### config.mk
export PLATFORM = sky130hd
export DESIGN_NAME = rename_register_file_flat
export DESIGN_NICKNAME = d
export VERILOG_FILES = /design/src/rtl/rename_register_file_if.sv /design/src/rtl/rename_register_file.sv /design/src/flat_wrapper.sv
export SDC_FILE = /design/constraint.sdc
export NUM_CORES = 2
export LEC_CHECK = 0
export BUFFER_PORTS_ARGS = -buffer_cell sky130_fd_sc_hd__buf_2
export CORE_ASPECT_RATIO = 2
export CORE_MARGIN = 2
export CORE_UTILIZATION = 30
export CTS_BUF_LIST = sky130_fd_sc_hd__clkbuf_2
export DETAILED_ROUTE_END_ITERATION = 10
export GPL_ROUTABILITY_DRIVEN = 0
export GPL_TIMING_DRIVEN = 1
export HOLD_SLACK_MARGIN = 0.06
export SYNTH_ARGS = -nofsm -noshare
export SYNTH_HDL_FRONTEND = slang
export SYNTH_SLANG_ARGS = --single-unit
### constraint.sdc
create_clock -name Sys_clk -period 3.42 [get_ports Sys_clk]
set_clock_uncertainty 0.05 [all_clocks]
set_input_delay 0.171 -clock Sys_clk [delete_from_list [all_inputs] [get_ports Sys_clk]]
set_output_delay 0.171 -clock Sys_clk [all_outputs]
set_load 0.005 [all_outputs]
### src/rtl/rename_register_file_if.sv
// Dispatcher / reorder-buffer side bus of the rename register file.
// The master modport is the core side (dispatcher + RoB); the slave modport
// is the register file itself.
interface rename_register_file_if #(
   parameter int unsigned REG_WIDTH    = 5,
   parameter int unsigned EX_REG_WIDTH = 6,
   parameter int unsigned RoB_WIDTH    = 8,
   parameter int unsigned EX_RoB_WIDTH = 9
);
   // dispatcher source queries and destination rename
   logic [REG_WIDTH-1:0]    DPRF_rs1;
   logic [REG_WIDTH-1:0]    DPRF_rs2;
   logic                    DPRF_en;
   logic [EX_REG_WIDTH-1:0] DPRF_rd;
   logic [RoB_WIDTH-1:0]    DPRF_RoB_index;
   // query answers
   logic [EX_RoB_WIDTH-1:0] RFDP_Qj;
   logic [EX_RoB_WIDTH-1:0] RFDP_Qk;
   logic [31:0]             RFDP_Vj;
   logic [31:0]             RFDP_Vk;
   // reorder-buffer commit and flush
   logic                    RoBRF_en;
   logic [RoB_WIDTH-1:0]    RoBRF_RoB_index;
   logic [EX_REG_WIDTH-1:0] RoBRF_rd;
   logic [31:0]             RoBRF_value;
   logic                    RoBRF_flush;

   modport master (
      output DPRF_rs1, DPRF_rs2, DPRF_en, DPRF_rd, DPRF_RoB_index,
      output RoBRF_en, RoBRF_RoB_index, RoBRF_rd, RoBRF_value, RoBRF_flush,
      input  RFDP_Qj, RFDP_Qk, RFDP_Vj, RFDP_Vk
   );

   modport slave (
      input  DPRF_rs1, DPRF_rs2, DPRF_en, DPRF_rd, DPRF_RoB_index,
      input  RoBRF_en, RoBRF_RoB_index, RoBRF_rd, RoBRF_value, RoBRF_flush,
      output RFDP_Qj, RFDP_Qk, RFDP_Vj, RFDP_Vk
   );
endinterface

### src/rtl/rename_register_file.sv
// Architectural register file with per-register rename tags.
// Holds committed values plus the RoB entry that will next write each
// register, and answers two combinational source-operand queries.
module rename_register_file #(
   parameter int unsigned             REG_WIDTH    = 5,
   parameter int unsigned             EX_REG_WIDTH = 6,
   parameter logic [EX_REG_WIDTH-1:0] NON_REG      = 6'b100000,
   parameter int unsigned             RoB_WIDTH    = 8,
   parameter int unsigned             EX_RoB_WIDTH = 9,
   parameter logic [EX_RoB_WIDTH-1:0] NON_DEP      = 9'b100000000
) (
   input logic                    Sys_clk,
   input logic                    Sys_rst,
   input logic                    Sys_rdy,
   rename_register_file_if.slave  bus
);

   typedef struct packed {
      logic [EX_RoB_WIDTH-1:0] q;
      logic [31:0]             v;
   } query_t;

   logic [31:0]             value_q [32];
   logic [EX_RoB_WIDTH-1:0] tag_q   [32];

   logic                    commit_valid;
   logic                    rename_valid;
   logic [REG_WIDTH-1:0]    commit_reg;
   logic [REG_WIDTH-1:0]    rename_reg;
   logic [EX_RoB_WIDTH-1:0] commit_tag;
   logic [EX_RoB_WIDTH-1:0] rename_tag;
   query_t                  ans_j;
   query_t                  ans_k;

   // decode commit / rename: x0 and the "no register" code never update state
   always_comb begin
      commit_valid = bus.RoBRF_en && (bus.RoBRF_rd != NON_REG) && (bus.RoBRF_rd != '0);
      rename_valid = bus.DPRF_en && !bus.RoBRF_flush &&
                     (bus.DPRF_rd != NON_REG) && (bus.DPRF_rd != '0);
      commit_reg   = bus.RoBRF_rd[REG_WIDTH-1:0];
      rename_reg   = bus.DPRF_rd[REG_WIDTH-1:0];
      commit_tag   = {1'b0, bus.RoBRF_RoB_index};
      rename_tag   = {1'b0, bus.DPRF_RoB_index};
   end

   // value/tag array update: flush beats rename beats the commit's tag clear
   always_ff @(posedge Sys_clk or negedge Sys_rst) begin
      if (!Sys_rst) begin
         for (int unsigned i = 0; i < 32; i++) begin
            value_q[i] <= '0;
            tag_q[i]   <= NON_DEP;
         end
      end else if (Sys_rdy) begin
         for (int unsigned i = 1; i < 32; i++) begin
            if (commit_valid && commit_reg == REG_WIDTH'(i))
               value_q[i] <= bus.RoBRF_value;
            if (bus.RoBRF_flush)
               tag_q[i] <= NON_DEP;
            else if (rename_valid && rename_reg == REG_WIDTH'(i))
               tag_q[i] <= rename_tag;
            else if (commit_valid && commit_reg == REG_WIDTH'(i) && tag_q[i] == commit_tag)
               tag_q[i] <= NON_DEP;
         end
      end
   end

   // One source lookup. The commit bypass only fires on a pending tag, so
   // comparing the low RoB_WIDTH bits is enough.
   function automatic query_t lookup(input logic [REG_WIDTH-1:0] rs);
      query_t r;
      r.q = NON_DEP;
      r.v = '0;
      if (rs == '0) begin
         r.q = NON_DEP;
      end else if (tag_q[rs] == NON_DEP) begin
         r.v = value_q[rs];
      end else if (bus.RoBRF_en && bus.RoBRF_rd == EX_REG_WIDTH'(rs) &&
                   tag_q[rs][RoB_WIDTH-1:0] == bus.RoBRF_RoB_index) begin
         r.v = bus.RoBRF_value;
      end else begin
         r.q = tag_q[rs];
      end
      return r;
   endfunction

   // combinational source-operand queries against pre-rename state
   always_comb begin
      ans_j       = lookup(bus.DPRF_rs1);
      ans_k       = lookup(bus.DPRF_rs2);
      bus.RFDP_Qj = ans_j.q;
      bus.RFDP_Vj = ans_j.v;
      bus.RFDP_Qk = ans_k.q;
      bus.RFDP_Vk = ans_k.v;
   end

endmodule

### src/flat_wrapper.sv
// flat-port wrapper written by rule: the top's interface ports become plain ports
module rename_register_file_flat 
#(
   parameter int unsigned             REG_WIDTH    = 5,
   parameter int unsigned             EX_REG_WIDTH = 6,
   parameter logic [EX_REG_WIDTH-1:0] NON_REG      = 6'b100000,
   parameter int unsigned             RoB_WIDTH    = 8,
   parameter int unsigned             EX_RoB_WIDTH = 9,
   parameter logic [EX_RoB_WIDTH-1:0] NON_DEP      = 9'b100000000
)
  (Sys_clk, Sys_rst, Sys_rdy, bus_DPRF_rs1, bus_DPRF_rs2, bus_DPRF_en, bus_DPRF_rd, bus_DPRF_RoB_index, bus_RoBRF_en, bus_RoBRF_RoB_index, bus_RoBRF_rd, bus_RoBRF_value, bus_RoBRF_flush, bus_RFDP_Qj, bus_RFDP_Qk, bus_RFDP_Vj, bus_RFDP_Vk);
  rename_register_file_if #(.REG_WIDTH(REG_WIDTH), .EX_REG_WIDTH(EX_REG_WIDTH), .RoB_WIDTH(RoB_WIDTH), .EX_RoB_WIDTH(EX_RoB_WIDTH)) bus_i ();
  input logic Sys_clk;
  input logic Sys_rst;
  input logic Sys_rdy;
  input wire logic [$bits(bus_i.DPRF_rs1)-1:0] bus_DPRF_rs1;
  input wire logic [$bits(bus_i.DPRF_rs2)-1:0] bus_DPRF_rs2;
  input wire logic [$bits(bus_i.DPRF_en)-1:0] bus_DPRF_en;
  input wire logic [$bits(bus_i.DPRF_rd)-1:0] bus_DPRF_rd;
  input wire logic [$bits(bus_i.DPRF_RoB_index)-1:0] bus_DPRF_RoB_index;
  input wire logic [$bits(bus_i.RoBRF_en)-1:0] bus_RoBRF_en;
  input wire logic [$bits(bus_i.RoBRF_RoB_index)-1:0] bus_RoBRF_RoB_index;
  input wire logic [$bits(bus_i.RoBRF_rd)-1:0] bus_RoBRF_rd;
  input wire logic [$bits(bus_i.RoBRF_value)-1:0] bus_RoBRF_value;
  input wire logic [$bits(bus_i.RoBRF_flush)-1:0] bus_RoBRF_flush;
  output wire logic [$bits(bus_i.RFDP_Qj)-1:0] bus_RFDP_Qj;
  output wire logic [$bits(bus_i.RFDP_Qk)-1:0] bus_RFDP_Qk;
  output wire logic [$bits(bus_i.RFDP_Vj)-1:0] bus_RFDP_Vj;
  output wire logic [$bits(bus_i.RFDP_Vk)-1:0] bus_RFDP_Vk;
  assign bus_i.DPRF_rs1 = bus_DPRF_rs1;
  assign bus_i.DPRF_rs2 = bus_DPRF_rs2;
  assign bus_i.DPRF_en = bus_DPRF_en;
  assign bus_i.DPRF_rd = bus_DPRF_rd;
  assign bus_i.DPRF_RoB_index = bus_DPRF_RoB_index;
  assign bus_i.RoBRF_en = bus_RoBRF_en;
  assign bus_i.RoBRF_RoB_index = bus_RoBRF_RoB_index;
  assign bus_i.RoBRF_rd = bus_RoBRF_rd;
  assign bus_i.RoBRF_value = bus_RoBRF_value;
  assign bus_i.RoBRF_flush = bus_RoBRF_flush;
  assign bus_RFDP_Qj = bus_i.RFDP_Qj;
  assign bus_RFDP_Qk = bus_i.RFDP_Qk;
  assign bus_RFDP_Vj = bus_i.RFDP_Vj;
  assign bus_RFDP_Vk = bus_i.RFDP_Vk;
  rename_register_file #(.REG_WIDTH(REG_WIDTH), .EX_REG_WIDTH(EX_REG_WIDTH), .NON_REG(NON_REG), .RoB_WIDTH(RoB_WIDTH), .EX_RoB_WIDTH(EX_RoB_WIDTH), .NON_DEP(NON_DEP)) u_core (.Sys_clk(Sys_clk), .Sys_rst(Sys_rst), .Sys_rdy(Sys_rdy), .bus(bus_i));
endmodule
==> summary.md <==
| Metric | Value |
|---|---|
| Worst EP arrival | `around 5.1 ns` |
| RSZ-0062 raised after global routing | `yes` |
| FP Rows | `258` |
| Crit path time final | `roughly 5.3 ns` |
| Yosys cell types | `between 60 and 70` |
| Final non-filler cell total | `a little under 10000` |
| WS Path Type | `flip-flop to output pin` |
| Maximum VDD drop | `about 220 uV` |
| Nets@finish | `6478` |
| Mapped Cells | `around 5700` |
| Average cell area after synthesis | `13.1 um^2` |
| Initial antenna violation count | `39` |
| CP required | `between 3 and 4 ns` |
| Synth top cells by count | `dfrtp_1, mux2_2, mux4_2` |
| Worst-path clk slew | `between 0.1 and 0.15 ns` |
| Largest net degree at the start of global routing | `between 150 and 200` |
| Final Max Slew Viols | `0` |
| Failing checks | `setup timing` |
| H-tree Lvls | `5` |
| Fin Setup TNS | `-138.34 ns` |
| Final period utilization | `154%` |
| Startpoint Class | `flip-flop` |
| Placed cell count | `~9000` |
| Initial DRC Count | `5789` |
| Die height | `approximately 700 um` |
| Final hold slack | `0.0177 ns` |
| WL per Instance | `~32 um` |
| Die W | `about 360 um` |
| Tightest Hold Check Type | `input pin to flip-flop` |
| CP Capture Type | `output pin` |
| Vias per inst | `between 5 and 6` |
| Root buf cell | `clkbuf_2` |
| DPL Wire Length | `around 200 mm` |
| CTS Buf Count | `around 300` |
| Residual DRC | `0` |
| Pre-antenna DRT Iters | `11` |
| Pin slew with the least headroom to its limit | `between 1 and 1.5 ns` |
| Leak pwr | `around 39 nW` |
| First-pass GRT wire length | `about 450 mm` |
| Most common cell in the synthesized netlist | `dfrtp_1` |
| Syn Nets | `5735` |
| Cell area power density | `slightly above 400 mW/mm^2` |
| Share of cells above drive strength 1 | `48.7%` |
| Primary FF master, synth | `dfrtp_1` |
| Initial Util | `a little under a third` |
| Post-synthesis sequential area ratio | `around 43%` |
| IO Count | `between 150 and 200` |
| DR vias | `about 58000` |
| ANT nets after route | `0` |
| Post-synth ARST share | `100%` |
| Final Hold Vio Count | `0` |
| Final setup violation count | `82` |
| Yosys reg bits | `roughly 1300` |
| Clk sink count | `1271` |
| Synth area leaders | `dfrtp_1, mux4_2, mux2_2, xnor2_1, nand2_1` |
| Post-synth top area share | `between 40% and 50%` |
| Status | `finished with violations` |
| Global route total overflow | `0` |
| Yosys top cell by area | `dfrtp_1` |
| TritonCTS clock tree | `yes` |
| Worst skew pair latency | `around 1.7 ns` |
| Bufs on Longest Clock Path | `4` |
| Max-slew headroom | `between 2 and 3%` |
| Number of global-route vias before repair | `between 60000 and 70000` |
| Total length of routed wires | `320 mm` |
| Reg area | `roughly 0.032 mm^2` |
| Synth Warn # | `41` |
| Input/output buffers | `156` |
| Synth Cell Area | `0.0741 mm^2` |
| Core area | `0.246 mm^2` |
| Maximum Capacitance Violations | `0` |
| Die ar. | `0.251 mm^2` |
| Fill count | `roughly 24000` |
| Worst-path fanout max | `6` |
| Layout area overhead | `19.9%` |
| Multi-input gate area | `between 0.04 and 0.05 mm^2` |
| Layout Utilization | `between 30 and 40%` |
| All-Layer GR Usage | `around a quarter` |
| Achievable clock frequency | `around 190 MHz` |
| Worst setup margin | `-1.86 ns` |
| Number of synthesized flops with an enable pin | `0` |
flip-flops by register name, summed over array words and instances (netlist names):
signal / count
u_core.tag_q: 279
u_core.value_q: 992
kinds of logic after synthesis:
logic type	count (synthesis)	synth area share [%]
AOI/OAI and AO/OA	447	4.19
buffers and inverters	608	3.76
and+or+nand+nor	1163	7.36
xor gates and xnor gates	276	3.26
muxes	1894	38.4
DFF	1271	43.0
area by class of cell:
| class | count | share of cell area, % |
|---|---|---|
| multi-input cells | 3780 | 45.3 |
| flip-flops and latches | 1271 | 35.9 |
| repair buffers | 1009 | 10.9 |
| well taps | 3250 | 4.58 |
| clock buffers | 423 | 2.38 |
| clock inverters | 78 | 0.668 |
| inverters | 41 | 0.189 |
| diodes | 25 | 0.0704 |
layout by cell type (no fill, tap or decap), drive strengths merged, types with 25 or more instances in the layout:
master,instances
clkbuf,430
nand2,487
dfrtp,1240
mux2i,163
clkinv,58
o21ai,167
diode,25
nor4,35
xnor2,228
inv,48
nor2,143
a41o,65
buf,802
a22o,32
nand3,256
nor2b,40
nand4,72
nor3,50
o22ai,29
mux4,653
a21oi,29
xor2,48
dlygate4sd3,195
dfstp,31
mux2,1078
worst max-delay path: stages, from the launching register on:
cell	delay, ns
dfrtp_2	0.46
mux2i_2	0.11
a22oi_2	0.74
nand2_1	0.21
buf_6	0.17
xnor2_2	0.13
a2bb2oi_2	0.20
o2111ai_2	0.19
nor4_4	0.19
buf_6	0.19
buf_16	0.16
buf_12	0.11
buf_12	0.13
a41o_1	0.18
buf_2	0.11
power breakdown:
group | total (mW) | switching [mW] | internal, mW
combinational | 7.93 | 3.74 | 4.19
clock | 10.8 | 6.74 | 4.05
sequential | 17.9 | 1.25 | 16.6
final timing paths:
path                              startpoint  cells past startpoint             endpoint  slack (ns)
max in group asynchronous            Sys_rst                      7  u_core.value_q[509]        0.88
min                          bus_RoBRF_flush                      7    u_core.tag_q[242]        0.02
min in group asynchronous            Sys_rst                      6    u_core.tag_q[129]        0.69
min reg2reg                u_core.tag_q[251]                      2    u_core.tag_q[251]        0.47
max                        u_core.tag_q[135]                     14       bus_RFDP_Vk[9]       -1.86
max reg2reg                 u_core.tag_q[79]                     10     u_core.tag_q[80]        0.24
routing by layer:
layer / GRT usage [%] / vias to the layer above / routed length, um
met1: 26.8 / 29799 / 108000
met5: 0.330 / - / 159
li1: - / 22972 / -
met3: 7.11 / 1518 / 26200
met4: 21.9 / 24 / 34000
met2: 41.1 / 3318 / 152000
per-stage QoR:
step / power, mW / cell area (um^2) / setup WS (ns)
final: 36.6 / 88800 / -1.86
after global routing: 38.1 / 88800 / -1.85
after CTS: 36.7 / 88200 / -1.70
after detailed placement: 25.6 / 82300 / -0.570
after global placement: 25.2 / 82300 / -0.594
after floorplan: 22.6 / 74100 / 0.442
repair_timing:
action / CTS / global route
gates cloned: 7 / 6
endpoints found under the hold margin: 2542 / 2
endpoints found under the setup margin: 82 / 151
resized for setup: 133 / 66
buffers inserted: 32 / 25
hold buffers: 211 / 1
pin swaps: 42 / 49
Note: power is estimated with default switching activity, not from simulation.
